===== src/rtl/fifo_depth16_buf.sv =====
// 16-entry register FIFO feeding the 2:1 output mux tree (L0/OFIFO row buffer).
// Latency: a popped word is registered onto out one cycle after the accepted read.
// Backpressure: writes are refused when full and reads when empty; each refusal sets a sticky flag.
//
// Ports:
//   clk      rising-edge clock
//   reset    asynchronous active-low reset
//   wr, in   write request and write data (captured when not full)
//   rd       read request (head popped when not empty)
//   out      registered read data, holds its value between pops
//   o_valid  one-cycle pulse marking newly popped data on out
//   full     16 entries held
//   empty    no entries held
//   count    number of entries held, 0..16
//   ovf      sticky: a write was attempted while full
//   udf      sticky: a read was attempted while empty
module fifo_depth16_buf #(
   parameter int bw = 8
) (
   input  logic          clk,
   input  logic          reset,
   input  logic          wr,
   input  logic [bw-1:0] in,
   input  logic          rd,
   output logic [bw-1:0] out,
   output logic          o_valid,
   output logic          full,
   output logic          empty,
   output logic [4:0]    count,
   output logic          ovf,
   output logic          udf
);

   // Pointers carry a wrap bit above the 4 index bits so full and empty
   // can be told apart when the index bits match.
   logic [4:0]    wr_ptr_q, wr_ptr_d;
   logic [4:0]    rd_ptr_q, rd_ptr_d;
   logic [4:0]    count_q, count_d;
   logic [bw-1:0] out_q, out_d;
   logic          o_valid_q, o_valid_d;
   logic          ovf_q, ovf_d;
   logic          udf_q, udf_d;
   logic [bw-1:0] mem_q [16];

   logic          wr_acc, rd_acc;
   logic [bw-1:0] rd_word;

   assign empty = (wr_ptr_q == rd_ptr_q);
   assign full  = (wr_ptr_q[3:0] == rd_ptr_q[3:0]) & (wr_ptr_q[4] != rd_ptr_q[4]);

   // Acceptance uses pre-edge state only: a read in the same cycle never
   // makes room for a write, and a write never feeds a same-cycle read.
   assign wr_acc = wr & ~full;
   assign rd_acc = rd & ~empty;

   // Read select: balanced 16:1 tree of 2:1 muxes, one rd_ptr bit per
   // stage, no priority terms.
   logic [bw-1:0] sel1 [8];
   logic [bw-1:0] sel2 [4];
   logic [bw-1:0] sel3 [2];

   for (genvar i = 0; i < 8; i++) begin : g_sel1
      assign sel1[i] = rd_ptr_q[0] ? mem_q[2*i+1] : mem_q[2*i];
   end
   for (genvar i = 0; i < 4; i++) begin : g_sel2
      assign sel2[i] = rd_ptr_q[1] ? sel1[2*i+1] : sel1[2*i];
   end
   for (genvar i = 0; i < 2; i++) begin : g_sel3
      assign sel3[i] = rd_ptr_q[2] ? sel2[2*i+1] : sel2[2*i];
   end
   assign rd_word = rd_ptr_q[3] ? sel3[1] : sel3[0];

   always_comb begin
      wr_ptr_d  = wr_ptr_q;
      rd_ptr_d  = rd_ptr_q;
      out_d     = out_q;
      o_valid_d = rd_acc;
      count_d   = count_q + {4'd0, wr_acc} - {4'd0, rd_acc};
      ovf_d     = ovf_q | (wr & full);
      udf_d     = udf_q | (rd & empty);
      if (wr_acc) begin
         wr_ptr_d = wr_ptr_q + 5'd1;
      end
      if (rd_acc) begin
         rd_ptr_d = rd_ptr_q + 5'd1;
         out_d    = rd_word;
      end
   end

   always_ff @(posedge clk or negedge reset) begin
      if (!reset) begin
         wr_ptr_q  <= '0;
         rd_ptr_q  <= '0;
         count_q   <= '0;
         out_q     <= '0;
         o_valid_q <= 1'b0;
         ovf_q     <= 1'b0;
         udf_q     <= 1'b0;
      end else begin
         wr_ptr_q  <= wr_ptr_d;
         rd_ptr_q  <= rd_ptr_d;
         count_q   <= count_d;
         out_q     <= out_d;
         o_valid_q <= o_valid_d;
         ovf_q     <= ovf_d;
         udf_q     <= udf_d;
      end
   end

   // Storage is not reset; the pointers alone define which entries are live.
   always_ff @(posedge clk) begin
      if (wr_acc) begin
         mem_q[wr_ptr_q[3:0]] <= in;
      end
   end

   assign out     = out_q;
   assign o_valid = o_valid_q;
   assign count   = count_q;
   assign ovf     = ovf_q;
   assign udf     = udf_q;

endmodule


===== config.mk =====
export PLATFORM = sky130hd
export DESIGN_NAME = fifo_depth16_buf
export DESIGN_NICKNAME = d
export VERILOG_FILES = /design/src/rtl/fifo_depth16_buf.sv
export SDC_FILE = /design/constraint.sdc
export NUM_CORES = 1
export LEC_CHECK = 0
export BUFFER_PORTS_ARGS = -buffer_cell sky130_fd_sc_hd__buf_2
export CAP_MARGIN = 20
export CELL_PAD_IN_SITES_DETAIL_PLACEMENT = 1
export CELL_PAD_IN_SITES_GLOBAL_PLACEMENT = 2
export CORE_MARGIN = 2
export CORE_UTILIZATION = 53
export CTS_BUF_LIST = sky130_fd_sc_hd__clkbuf_4
export CTS_CLUSTER_SIZE = 20
export DETAILED_ROUTE_END_ITERATION = 10
export PLACE_DENSITY_LB_ADDON = 0.1
export SYNTH_ARGS = -nofsm -noshare
export SYNTH_HDL_FRONTEND = slang
export SYNTH_SLANG_ARGS = --single-unit

===== constraint.sdc =====
create_clock -name clk -period 8.89 [get_ports clk]
set_clock_uncertainty 0.15 [all_clocks]
set_input_delay 0.889 -clock clk [delete_from_list [all_inputs] [get_ports clk]]
set_output_delay 0.889 -clock clk [all_outputs]
set_load 0.02 [all_outputs]

==> results.yml <==
run:
  drv_cap: 0
synth:
  yosysMostFrequentCell: "edfxtp_1"
  yosysWarnings: 0
  syn_area_per_cell_um2: 19.4
  synth_largest_area_cell: "edfxtp_1"
  ys.flop_type: "edfxtp_1"
  netlist_area_um2: 6190
  seq_area_frac_synth_pct: 72.6
  async_flop_share_pct: 16.9
  synth_cell_type_count: 34
  synth-edff-count: 128
  synth_top_area_share_pct: 62.0
  synth_area_leaders: "edfxtp_1 (62%), mux4_2 (12%), dfrtp_1 (11%)"
  syn_nets: 342
  synth.top_cells.by_count: "edfxtp_1 (128), mux4_2 (32), dfrtp_1 (26)"
  syn_inst: 319
  ys_seq_elements: 154
route:
  drt_iter0_drc: 172
  first_pass_iters: 4
  antenna_left: 0
  drcViolationCount: 0
  routed_wl_mm: 12.4
  wl_per_cell_um: 24.1
  via_per_inst: 5.82
  vias: 2979
power_and_ir_drop:
  power_leakage_nw: 2.40
  switching_power_w: 0.000736
  swShare_pct: 34.2
  vdd_drop_max_uv: 255
  powerDensity_nw_per_um2: 320
  pwr-share-seq_pct: 45.3
  combPwrFrac_pct: 35.5
  clkPwrFrac_pct: 19.1
  intPower_w: 0.00142
setup_path:
  cp_num_cells: 12
  reg2reg_depth: 12
  cp-end-kind: "register"
  crit_buf_inv: 3
  critical_path_required_ns: 9.22
  r2r_slack_ns: 5.37
  cp_slowest_cell: "buf_4"
  setup.worst_path.start: "rd_ptr_q[0]$_DFFE_PN0P_"
  slowest_delay_ns: 0.55
  start_kind: "register"
  crit_type: "reg2reg"
  endpoint: "count[4]$_DFF_PN0_"
  timing.rr.start: "rd_ptr_q[0]$_DFFE_PN0P_"
  path_cells: "buf_4 -> xnor2_1 -> and4_1 -> a21oi_2 -> inv_2 -> ha_1 -> inv_1 -> ha_1 -> fa_1 -> a21o_1 -> a21oi_1 -> xnor2_1"
  r2r-end: "count[4]$_DFF_PN0_"
  critical-path-top-delay-family: "adder cells"
  path_max_fanout: 36
  cp_data_arrival_time_ns: 3.85
timing:
  setup_ws_ns: 5.37
  slew_violations: 0
  hold_slack_ns: 0.182
  relSlewSlack_pct: 33.5
  worstMarginPinSlew_ns: 0.995
  fmax_ghz: 0.284
  rsz0062_at_grt: "no"
  setup_tns_ns: 0
  fin_crit_ns: 3.52
  setup_viol: 0
  finalHoldViolations: 0
  finalCritPeriodShare_pct: 39.6
floorplanning:
  fp.dieW_um: 112
  die-area_um2: 12600
  design.core.area_um2: 11400
  pin_count: 30
  row_count: 39
  fp.dieH_um: 112
  start_util_pct: 54.3
cells_and_area:
  syn_to_final_growth_pct: 8.52
  layout-drive-gt1-share_pct: 28.8
  design_area_um2: 6720
  num-nets-final: 378
clock_network:
  h-tree-depth: 4
  clkLatencyLatePin_ns: 0.55
  clock-sinks: 154
  cts_setup_buffers: 0
  clock_path_buffers: 2
  cts_buffers: 17
  cts_root_buf: "clkbuf_4"
  clk_pin_slew_ns: 0.13
  post_cts_resized: 0
  postCtsHoldBufs: 0
  cts_tree: "built"
global_routing:
  antenna_found_initial: 0
  grt_pass1_wl_mm: 19.1
  grt_pass1_vias: 3176
  grtUsageTotal_pct: 21.5
  grt.overflow.total: 0
  grt_max_degree: 37
placement:
  numPortBuffers: 29
  pre_cts_ws_ns: 4.73
  routabilityCongestion: 0.744
  place_area_um2: 6440
  hpwl_mm: 7.76
outcome:
  status: "finished, final reports clean"
min_path:
  hp-class: "in2async"
-- power by group through the flow --
stage	clock network [W]	logic (W)	registers (W)
floorplan	0	0.000547	0.00101
global placement	0	0.000759	0.000987
detailed placement	0	0.000777	0.000994
CTS	0.000419	0.000781	0.000978
global route	0.000443	0.000838	0.000993
finish	0.000412	0.000766	0.000976
-- worst reg2reg max path, cell delays in order (launching register included) --
cell and delay, ns:
dfrtp_2 0.36, buf_4 0.55, xnor2_1 0.19, and4_1 0.21
a21oi_2 0.54, inv_2 0.06, ha_1 0.29, inv_1 0.04
ha_1 0.20, fa_1 0.42, a21o_1 0.17, a21oi_1 0.16
xnor2_1 0.13
-- per-layer routing --
layer	global-route usage [%]	up-vias	share of wire (%)
met5	0	-	0
met4	8.37	0	2.2
met3	4.81	18	3.1
met2	33.1	47	48
met1	30.5	1570	47
li1	-	1344	-
-- how the worst min path moves through the flow --
stage                                 start                 endpoint  cells after the start
finish                                reset       out[4]$_DFFE_PN0P_                      1
CTS                                   reset       out[7]$_DFFE_PN0P_                      1
detailed placement            ovf$_DFF_PN0_            ovf$_DFF_PN0_                      1
global placement              ovf$_DFF_PN0_            ovf$_DFF_PN0_                      1
global route                          reset       out[7]$_DFFE_PN0P_                      1
floorplan           wr_ptr_q[4]$_DFFE_PN0P_  wr_ptr_q[4]$_DFFE_PN0P_                      1
-- registers in the layout, indices dropped and copies added, names as in the netlist --
name      count
mem_q       128
rd_ptr_q      5
udf           1
ovf           1
o_valid       1
count         5
out           8
wr_ptr_q      5
-- area by class of cell --
type / instances / area, um^2
antenna: 1 / 2.50
clock buffer: 22 / 165
clock inverter: 10 / 103
fill: 1002 / 4700
inverter: 11 / 41.3
multi-input combinational: 139 / 1570
sequential: 154 / 4500
tap: 143 / 179
timing repair buffer: 32 / 168
-- placed cells by master, fill, tap and decap left out, types with 3 or more instances in the layout --
master,count
dfrtp_1,25
xnor2_1,15
nor2b_1,5
nand2_1,8
o211ai_1,4
a21o_1,4
clkinv_2,3
xor2_1,3
mux4_2,32
clkinv_1,3
mux2_2,8
ha_1,10
a22oi_1,16
buf_4,3
inv_1,9
nor2_1,4
and3_1,15
edfxtp_1,128
buf_2,29
clkbuf_4,22
-- metrics by stage --
step	std cells	utilization, %	total power [W]
after floorplan	319	-	0.00156
after global placement	478	56.4	0.00175
after detailed placement	478	56.4	0.00177
after CTS	510	58.8	0.00218
after global routing	511	58.9	0.00227
final	512	58.9	0.00215
-- kinds of logic (layout without fill, tap and decap cells) --
kind of cell             count (synthesis)  count (layout)  share of synthesized area (%)
buffers and inverters                   26              75                           2.20
adder cells (fa/ha/maj)                 11              11                           2.34
multiplexers                            42              42                           13.5
AO/OA/AOI/OAI                           30              30                           3.55
other                                    0               1                              0
XOR/XNOR                                18              18                           2.55
flip-flops                             154             154                           72.6
AND/OR/NAND/NOR                         38              38                           3.35
No activity file was read; power rests on OpenSTA's default activity.
